===== config.mk =====
export PLATFORM = sky130hd
export DESIGN_NAME = vga_rx_monitor
export DESIGN_NICKNAME = d
export VERILOG_FILES = /design/src/rtl/vga_rx_monitor_pkg.sv /design/src/rtl/vga_rx_monitor_sync_edge_detect.sv /design/src/rtl/vga_rx_monitor.sv
export SDC_FILE = /design/constraint.sdc
export NUM_CORES = 1
export LEC_CHECK = 0
export BUFFER_PORTS_ARGS = -buffer_cell sky130_fd_sc_hd__buf_2
export CAP_MARGIN = 20
export CORE_UTILIZATION = 56
export CTS_BUF_LIST = sky130_fd_sc_hd__clkbuf_16
export DETAILED_ROUTE_END_ITERATION = 10
export GPL_TIMING_DRIVEN = 1
export PLACE_DENSITY_LB_ADDON = 0.15
export SLEW_MARGIN = 10
export SYNTH_ARGS = -nofsm -noshare
export SYNTH_HDL_FRONTEND = slang
export SYNTH_SLANG_ARGS = --single-unit

===== constraint.sdc =====
create_clock -name clk -period 2.75 [get_ports clk]
set_input_delay 0 -clock clk [delete_from_list [all_inputs] [get_ports clk]]
set_output_delay 0 -clock clk [all_outputs]
set_load 0.02 [all_outputs]

===== src/rtl/vga_rx_monitor_pkg.sv =====
// Shared definitions for the VGA receive monitor.
//   - 640x480 timing constants and the derived totals / sync start positions
//   - lock FSM state encoding
//   - small counter helpers used by the top
package vga_rx_monitor_pkg;

  localparam int VGA_H_DISPLAY = 640;
  localparam int VGA_H_FRONT   = 16;
  localparam int VGA_H_RETRACE = 96;
  localparam int VGA_H_BACK    = 48;
  localparam int VGA_V_DISPLAY = 480;
  localparam int VGA_V_FRONT   = 10;
  localparam int VGA_V_RETRACE = 2;
  localparam int VGA_V_BACK    = 33;

  localparam int VGA_H_TOTAL  = VGA_H_DISPLAY + VGA_H_FRONT + VGA_H_RETRACE + VGA_H_BACK; // 800
  localparam int VGA_V_TOTAL  = VGA_V_DISPLAY + VGA_V_FRONT + VGA_V_RETRACE + VGA_V_BACK; // 525
  localparam int VGA_HS_START = VGA_H_DISPLAY + VGA_H_FRONT;                              // 656
  localparam int VGA_VS_START = VGA_V_DISPLAY + VGA_V_FRONT;                              // 490

  typedef enum logic [1:0] {
    SEARCH = 2'd0,
    ARMED  = 2'd1,
    LOCKED = 2'd2
  } rx_state_e;

  // Increment with wrap back to zero after 'last'.
  function automatic logic [9:0] wrap_inc(input logic [9:0] v, input logic [9:0] last);
    return (v == last) ? 10'd0 : v + 10'd1;
  endfunction

  // Saturating 8-bit increment.
  function automatic logic [7:0] sat_inc8(input logic [7:0] v);
    return (v == 8'hFF) ? v : v + 8'd1;
  endfunction

endpackage


===== src/rtl/vga_rx_monitor_sync_edge_detect.sv =====
// Falling-edge detector for one active-low sync line.
// The previous level is only captured on pixel ticks, so an edge is the
// pair (prev=1, now=0) seen on the same tick.
//   clk, reset  : clock, asynchronous active-low reset (prev resets to 1)
//   tick        : pixel-tick enable
//   sync_n      : sync line being watched
//   fall        : combinational pulse, high on a tick that sees a falling edge
module sync_edge_detect (
  input  logic clk,
  input  logic reset,
  input  logic tick,
  input  logic sync_n,
  output logic fall
);

  logic prev;

  always_ff @(posedge clk or negedge reset) begin
    if (!reset)    prev <= 1'b1;
    else if (tick) prev <= sync_n;
  end

  assign fall = tick & prev & ~sync_n;

endmodule


===== src/rtl/vga_rx_monitor.sv =====
// VGA receive monitor: rebuilds (x,y) from hsync/vsync, checks sync edge
// positions, acquires lock and accumulates a per-frame rgb checksum.
//   clk, reset      : clock, asynchronous active-low reset
//   p_pixel         : pixel tick; all sampling is qualified by it
//   hsync, vsync    : active-low syncs
//   rgb             : pixel colour for the coordinate sampled on this tick
//   clr_err         : clears h_err, v_err, error_count
//   x_rx, y_rx      : coordinate of the next sample to arrive
//   locked          : lock acquired
//   pix_valid       : locked and (x_rx,y_rx) in the active area
//   frame_done      : 1-clk pulse after the last active pixel of a locked frame
//   frame_checksum  : rgb sum (mod 2^16) of the last complete locked frame
//   h_err, v_err    : sticky misplaced-edge flags
//   error_count     : saturating count of resync events
module vga_rx_monitor
  import vga_rx_monitor_pkg::*;
#(
  parameter int H_DISPLAY = VGA_H_DISPLAY,
  parameter int H_FRONT   = VGA_H_FRONT,
  parameter int H_RETRACE = VGA_H_RETRACE,
  parameter int H_BACK    = VGA_H_BACK,
  parameter int V_DISPLAY = VGA_V_DISPLAY,
  parameter int V_FRONT   = VGA_V_FRONT,
  parameter int V_RETRACE = VGA_V_RETRACE,
  parameter int V_BACK    = VGA_V_BACK
) (
  input  logic        clk,
  input  logic        reset,
  input  logic        p_pixel,
  input  logic        hsync,
  input  logic        vsync,
  input  logic [11:0] rgb,
  input  logic        clr_err,
  output logic [9:0]  x_rx,
  output logic [9:0]  y_rx,
  output logic        locked,
  output logic        pix_valid,
  output logic        frame_done,
  output logic [15:0] frame_checksum,
  output logic        h_err,
  output logic        v_err,
  output logic [7:0]  error_count
);

  localparam int H_TOTAL  = H_DISPLAY + H_FRONT + H_RETRACE + H_BACK;
  localparam int V_TOTAL  = V_DISPLAY + V_FRONT + V_RETRACE + V_BACK;
  localparam int HS_START = H_DISPLAY + H_FRONT;
  localparam int VS_START = V_DISPLAY + V_FRONT;

  localparam logic [9:0] X_LAST     = 10'(H_TOTAL - 1);
  localparam logic [9:0] Y_LAST     = 10'(V_TOTAL - 1);
  localparam logic [9:0] HS_X       = 10'(HS_START);
  localparam logic [9:0] HS_X_NEXT  = 10'(HS_START + 1);
  localparam logic [9:0] VS_Y       = 10'(VS_START);
  localparam logic [9:0] X_ACT      = 10'(H_DISPLAY);
  localparam logic [9:0] Y_ACT      = 10'(V_DISPLAY);
  localparam logic [9:0] X_ACT_LAST = 10'(H_DISPLAY - 1);
  localparam logic [9:0] Y_ACT_LAST = 10'(V_DISPLAY - 1);

  rx_state_e   state, state_nxt;
  logic        h_fall, v_fall;
  logic        h_bad, v_ok, v_bad, resync;
  logic        end_tick;
  logic [9:0]  x_nxt, y_nxt;
  logic [15:0] acc;

  sync_edge_detect u_hs (
    .clk    (clk),
    .reset  (reset),
    .tick   (p_pixel),
    .sync_n (hsync),
    .fall   (h_fall)
  );

  sync_edge_detect u_vs (
    .clk    (clk),
    .reset  (reset),
    .tick   (p_pixel),
    .sync_n (vsync),
    .fall   (v_fall)
  );

  // Edge checks use the pre-increment coordinate, i.e. the position of the
  // sample carried by this tick.
  assign h_bad  = h_fall && (x_rx != HS_X);
  assign v_ok   = v_fall && (x_rx == 10'd0) && (y_rx == VS_Y);
  assign v_bad  = v_fall && !v_ok;
  assign resync = h_bad || v_bad;

  assign locked    = (state == LOCKED);
  assign pix_valid = locked && (x_rx < X_ACT) && (y_rx < Y_ACT);
  assign end_tick  = p_pixel && locked && (x_rx == X_ACT_LAST) && (y_rx == Y_ACT_LAST);

  // Coordinate counter. A bad vsync realigns both axes and takes precedence
  // over a bad hsync on the same tick.
  always_comb begin
    x_nxt = x_rx;
    y_nxt = y_rx;
    if (p_pixel) begin
      if (v_bad) begin
        x_nxt = 10'd1;
        y_nxt = VS_Y;
      end else if (h_bad) begin
        x_nxt = HS_X_NEXT;
      end else begin
        x_nxt = wrap_inc(x_rx, X_LAST);
        if (x_rx == X_LAST) y_nxt = wrap_inc(y_rx, Y_LAST);
      end
    end
  end

  always_ff @(posedge clk or negedge reset) begin
    if (!reset) begin
      x_rx <= '0;
      y_rx <= '0;
    end else begin
      x_rx <= x_nxt;
      y_rx <= y_nxt;
    end
  end

  // Lock FSM.
  always_ff @(posedge clk or negedge reset) begin
    if (!reset) state <= SEARCH;
    else        state <= state_nxt;
  end

  always_comb begin
    state_nxt = state;
    case (state)
      SEARCH:  if (v_fall) state_nxt = ARMED;
      ARMED: begin
        if (resync)    state_nxt = SEARCH;
        else if (v_ok) state_nxt = LOCKED;
      end
      LOCKED:  if (resync) state_nxt = SEARCH;
      default: state_nxt = SEARCH;
    endcase
  end

  // Error flags and count; a resync on the same clk as clr_err survives it.
  always_ff @(posedge clk or negedge reset) begin
    if (!reset) begin
      h_err       <= 1'b0;
      v_err       <= 1'b0;
      error_count <= '0;
    end else begin
      h_err <= h_bad || (h_err && !clr_err);
      v_err <= v_bad || (v_err && !clr_err);
      if (resync)       error_count <= clr_err ? 8'd1 : sat_inc8(error_count);
      else if (clr_err) error_count <= '0;
    end
  end

  // Checksum. The accumulator is held at zero whenever not locked, so a frame
  // that loses lock part-way never publishes a partial sum.
  always_ff @(posedge clk or negedge reset) begin
    if (!reset) begin
      acc            <= '0;
      frame_checksum <= '0;
      frame_done     <= 1'b0;
    end else begin
      frame_done <= end_tick;
      if (!locked) begin
        acc <= '0;
      end else if (end_tick) begin
        frame_checksum <= acc + {4'b0, rgb};
        acc            <= '0;
      end else if (p_pixel && pix_valid) begin
        acc <= acc + {4'b0, rgb};
      end
    end
  end

endmodule


==> results.cfg, run 1 <==
[die]
ioPinCount = 67
row_count = 29
core_sq_um = 6531
start_util_pct = 59.46
fp.dieArea_sq_um = 7272
die_h_microns = 85.28
die_w_microns = 85.28

[placed_design]
dp_hpwl_mm = 6.427
portBuffers = 66
routabilityCongestion = 0.8786

[logic_synthesis]
netlist_top_cells_area = dfrtp_1 (42%), ha_1 (5.8%), nand2_1 (3.4%), xnor2_1 (3.4%), o21ai_0 (3.1%)
netlist_area_sq_um = 3884
avgSynthCellArea_sq_um = 9.984
ys_ff_latch = 67
synth.most_common_cell = dfrtp_1
synth-edff-count = 0
yosysWarnings = 0
ys_seq_area_share_pct = 43.23
async_flop_share_pct = 100.0
synth_largest_area_cell = dfrtp_1
ys_types = 72
synth_top_area_share_pct = 41.88
ys.flop_type = dfrtp_1
synth_nets = 426
synthCells = 389
synthTopCellsByCount = dfrtp_1 (65), nand2_1 (35), nor2_1 (26)

[timing]
fin_hold_ws_ns = 0.05094
finalClockSkew_ns = 0.006002
min_period_ns = 2.408
fin_setup_tns_ns = 0
rsz0062_at_grt = no
setup_viol = 0
tightest_slew_ns = 0.7056
report.final.hold_viol_count = 0
fin_crit_sh_pct = 87.58
drv_slew = 0
fmax_mhz = 415.2
slew_headroom_pct = 52.96

[route]
routed_wirelength_mm = 9.134
dr.pass1.iters = 4
first_iter_violations = 174
vias_per_cell = 6.049
drc = 0
post_drt_wl_per_cell_microns = 16.73
drtAntennaViolNets = 0
vias = 3303

[clock_network]
cts_made_buffers = 9
cts_tree = built
cts.clk_slew.worst_paths_ns = 0.06
ctsHoldBuffers = 4
cts_resized = 0
cts_buffer_depth = 2
cts.sinks = 67
root_buffer = clkbuf_16
htreeDepth = 3
clock_latency_ns = 0.33
cts_setup_buffers = 0

[setup_path]
critical_path_class = flip-flop to flip-flop
rrSetupSlack_ns = 0.34
required_ns = 2.95
end_kind = flip-flop
cp_max_fo = 3
rr_worst_depth = 8
rr_endpoint = frame_checksum[8]$_DFFE_PN0P_
crit_path_start_kind = flip-flop
crit_end = frame_checksum[8]$_DFFE_PN0P_
crit_start = acc[0]$_DFFE_PN0P_
worstPathArrival_ns = 2.61
r2r_start = acc[0]$_DFFE_PN0P_

[global_routing]
gr-total-overflow = 0
grt_use_total_pct = 27.26
grt_pass1_vias = 3210
antenna_found_initial = 0
grt_pass1_wl_mm = 15.46
grt_max_degree = 39

[pwr]
powerDensity_nw_per_um2 = 592.0
power_leakage_nw = 2.213
vdd_ir_drop_max_v = 0.0004509
power_mw = 2.751

[finish]
nNetsFinal = 501
num_antenna_cells = 0
drive_gt1_share_pct = 24.09
fillerInstances = 489
fin_util_pct = 71.15
seq_area_sq_um = 1679
multi_input_area_sq_um = 2090
synthToLayoutAreaGrowth_pct = 19.65

[outcome]
status = finished clean

[run]
cap_viol_max_count = 0

[worst_hold_path]
hp-class = primary input to flip-flop
hold_path_startpoint = p_pixel
-- per-layer routing --
metal  GRT usage (%)  up-vias  share of wire, %
li1                -     1592                 -
met1           35.93     1595                45
met2           44.94      101                49
met3           5.253       15               5.0
met4           10.15        0               1.7
met5               0        -                 0
-- registers in the layout, summed over array words and instances, names as in the netlist --
| register | count |
|---|---|
| acc | 16 |
| frame_checksum | 16 |
| x_rx | 10 |
| y_rx | 10 |
| error_count | 8 |
| state | 2 |
| frame_done | 1 |
| h_err | 1 |
| u_hs.prev | 1 |
| u_vs.prev | 1 |
| v_err | 1 |
-- through the flow --
step,cells,cell area [sq um],setup WS [ns]
finish,546,4647,0.3415
CTS,546,4647,0.3079
floorplan,389,3884,0.4609
detailed placement,526,4290,0.4008
global placement,526,4290,0.4422
global route,546,4647,0.1161
-- where the power goes --
part	leakage, nW	internal (mW)	total [mW]	switching (mW)
registers	0.877	1.04	1.13	0.0884
logic	1.19	0.152	0.391	0.239
clock network	0.147	0.790	1.23	0.442
total	2.21	1.98	2.75	0.769
-- layout make-up --
cell class / instances / share of cell area (%)
multi-input cells: 298 / 44.96
inverters: 14 / 1.131
repair buffers: 74 / 8.885
well taps: 77 / 2.073
clock buffers: 9 / 4.847
flip-flops and latches: 67 / 36.13
clock inverters: 7 / 1.966
-- placed cells by master, fill, tap and decap left out, types with 5 or more instances in the layout --
cell       instances
clkbuf_16          9
a21o_1             5
and3_1             8
mux2_2             9
inv_1             14
ha_1              18
nor2_1            26
nor3_1             8
xnor2_1           15
nand2_1           35
a22o_1             7
nand3_1           18
and2_1             5
buf_2             66
xor2_1             6
o21ai_0           24
o21a_1             5
a21oi_1           21
o2bb2ai_1          6
dfrtp_1           65
-- worst min path at each step --
stage	endpoint	depth (start not counted)
final	u_hs.prev$_DFFE_PN1P_	3
after global routing	u_hs.prev$_DFFE_PN1P_	3
after CTS	u_hs.prev$_DFFE_PN1P_	3
after detailed placement	frame_checksum[4]$_DFFE_PN0P_	1
after global placement	acc[3]$_DFFE_PN0P_	1
after floorplan	acc[0]$_DFFE_PN0P_	0
-- cell families after synthesis --
| family | synth area share (%) |
|---|---|
| and+or+nand+nor | 21.36 |
| AOI/OAI and AO/OA | 18.53 |
| DFF | 43.23 |
| buffers and inverters | 2.964 |
| xor gates and xnor gates | 4.736 |
| adders and majority gates | 6.315 |
| muxes | 2.867 |
-- critical path, stage by stage (launching register included) --
cell      delay (ns)
dfrtp_1         0.38
ha_1            0.22
fa_1            0.44
a211oi_1        0.31
nor2_1          0.11
o21a_1          0.19
o41ai_1         0.30
xor2_1          0.22
o21ai_0         0.10
Note: power is estimated with default switching activity, not from simulation.
==> run 2: changes to the inputs <==
CORE_UTILIZATION = 47   (was 56)
==> run 2 against run 1 <==
Compared with the run above: total power rose by 5.7%; combinational power rose by 2%; critical path type unchanged; register-to-register slack barely moved; cell area rose by 1.9%; non-clock buffer count rose by 2; fmax fell by 0.17%; routed wire length rose by 0.16%; clock power rose by 12%; largest cell class unchanged; via count rose by 0.76%; count of clock-buffer cells in the layout did not move.
==> results.cfg, run 2 (synthesis results as in run 1) <==
[worst_hold_path]
hp-class = primary input to flip-flop

[setup_path]
end_kind = flip-flop
critical_path_class = flip-flop to flip-flop
crit_chain = ha_1, fa_1, a211oi_1, nor2_1, o21a_1, o41ai_1, xor2_1, o21ai_0
worstPathArrival_ns = 2.61
cp_max_fo = 3
cp_slowest_stage_delay_ns = 0.43
required_ns = 2.95
crit_path_start_kind = flip-flop
cp_slowest_cell = fa_1

[die]
die_h_microns = 92.90
fp.dieArea_sq_um = 8630
start_util_pct = 49.49
die_w_microns = 92.90
core_sq_um = 7848
ioPinCount = 67
row_count = 32

[global_routing]
grt_max_degree = 35
gr-total-overflow = 0
grt.busiest_layer = met2
met1_usage_pct = 30.70
met2_usage_pct = 35.85
antenna_found_initial = 0
grt_use_total_pct = 22.90
grt_pass1_vias = 3231
use_met3_pct = 5.255
grt_pass1_wl_mm = 15.45

[finish]
final_common_cell = buf_2
drive_gt1_share_pct = 24.20
nNetsFinal = 503
layout_common_cells = buf_2 (66), dfrtp_1 (65), nand2_1 (35)
reg_top3 = acc x16, frame_checksum x16
stdcell_area_sq_um = 4733
num_antenna_cells = 0
synthToLayoutAreaGrowth_pct = 21.88
fillerInstances = 701
fin_util_pct = 60.32

[placed_design]
portBuffers = 66
routabilityCongestion = 0.8638
pre_cts_slack_ns = 0.3888
dp_hpwl_mm = 6.566
postPlaceCellArea_sq_um = 4337

[clock_network]
root_buffer = clkbuf_16
cts_tree = built
clock_latency_ns = 0.32
cts_buffer_depth = 2
cts_resized = 0
cts.sinks = 67
htreeDepth = 3
cts.clk_slew.worst_paths_ns = 0.06
cts_made_buffers = 9

[route]
dr.pass1.iters = 5
post_drt_wl_per_cell_microns = 15.97
vias = 3328
vias_per_cell = 5.808
drtAntennaViolNets = 0
routed_wirelength_mm = 9.149
first_iter_violations = 150
drc = 0

[timing]
setup_viol = 0
worst_slack_ns = 0.3375
tightest_slew_ns = 0.8123
fin_hold_ws_ns = 0.05150
finalClockSkew_ns = 0.007089
fmax_mhz = 414.5
report.final.hold_viol_count = 0
fin_crit_sh_pct = 87.73
min_period_ns = 2.412
fin_setup_tns_ns = 0
rsz0062_at_grt = no
drv_slew = 0
slew_headroom_pct = 45.85

[pwr]
vdd_ir_drop_max_v = 0.0003562
pwr-share-seq_pct = 38.7
power.share.clock_pct = 47.6
power.switching_uw = 740.2
p_int_mw = 2.166
power_leakage_nw = 2.251
powerDensity_nw_per_um2 = 614.1
swShare_pct = 25.47
comb_power_share_pct = 13.7

[run]
cap_viol_max_count = 0

[outcome]
status = finished clean
run 2: cell types whose count changed in the layout (fill, tap and decap cells not counted):
cell,previous run,this run
bufinv_16,2,4
inv_1,14,15
inv_6,1,0
clkinvlp_4,2,0
buf_4,3,5
run 2: through the flow:
stage / cells / power (mW)
after floorplan: 389 / 1.398
after global placement: 553 / 1.526
after detailed placement: 553 / 1.534
after CTS: 573 / 2.932
after global routing: 573 / 3.030
final: 573 / 2.907
run 2: worst max-delay path, delay by kind of cell, from the launching register on:
family / cells / cell delay [ns]
fa+ha+maj: 2 / 0.65
compound gates: 4 / 0.93
flops: 1 / 0.38
xor+xnor: 1 / 0.21
simple gates: 1 / 0.12
run 2: routing by layer:
layer	vias to the layer above	wire, microns
met5	-	0
met4	0	166
met3	15	502
met2	104	4330
met1	1609	4149
li1	1600	-
run 2: power by group through the flow:
stage / logic (mW) / registers, mW / clock network [mW]
2_1_floorplan: 0.237 / 1.16 / 0
3_3_place_gp: 0.388 / 1.14 / 0
3_5_place_dp: 0.396 / 1.14 / 0
4_1_cts: 0.403 / 1.12 / 1.40
5_1_grt: 0.441 / 1.14 / 1.45
6_report: 0.399 / 1.12 / 1.38
run 2: worst paths after layout:
path | start | to | slack (ns) | depth (start not counted)
max | acc[0]$_DFFE_PN0P_ | frame_checksum[8]$_DFFE_PN0P_ | 0.34 | 8
min | p_pixel | u_hs.prev$_DFFE_PN1P_ | 0.05 | 3
max reg2reg | acc[0]$_DFFE_PN0P_ | frame_checksum[8]$_DFFE_PN0P_ | 0.34 | 8
min reg2reg | state[1]$_DFFE_PN0P_ | state[0]$_DFFE_PN0P_ | 0.45 | 1
max in group asynchronous | reset | u_vs.prev$_DFFE_PN1P_ | 1.72 | 3
min in group asynchronous | reset | frame_checksum[3]$_DFFE_PN0P_ | 0.30 | 2
run 2: layout make-up:
cell class | count | area (sq um) | share of cell area [%]
clock buffer | 9 | 225.2 | 4.758
clock inverter | 7 | 131.4 | 2.776
inverter | 14 | 52.55 | 1.110
multi-input combinational | 298 | 2090 | 44.14
sequential | 67 | 1679 | 35.47
tap | 102 | 127.6 | 2.696
timing repair buffer | 76 | 427.9 | 9.040
run 2: timing repair:
item,in CTS,in global routing
hold buffers,4,0
buffers inserted,0,0
hold endpoints to repair,42,0
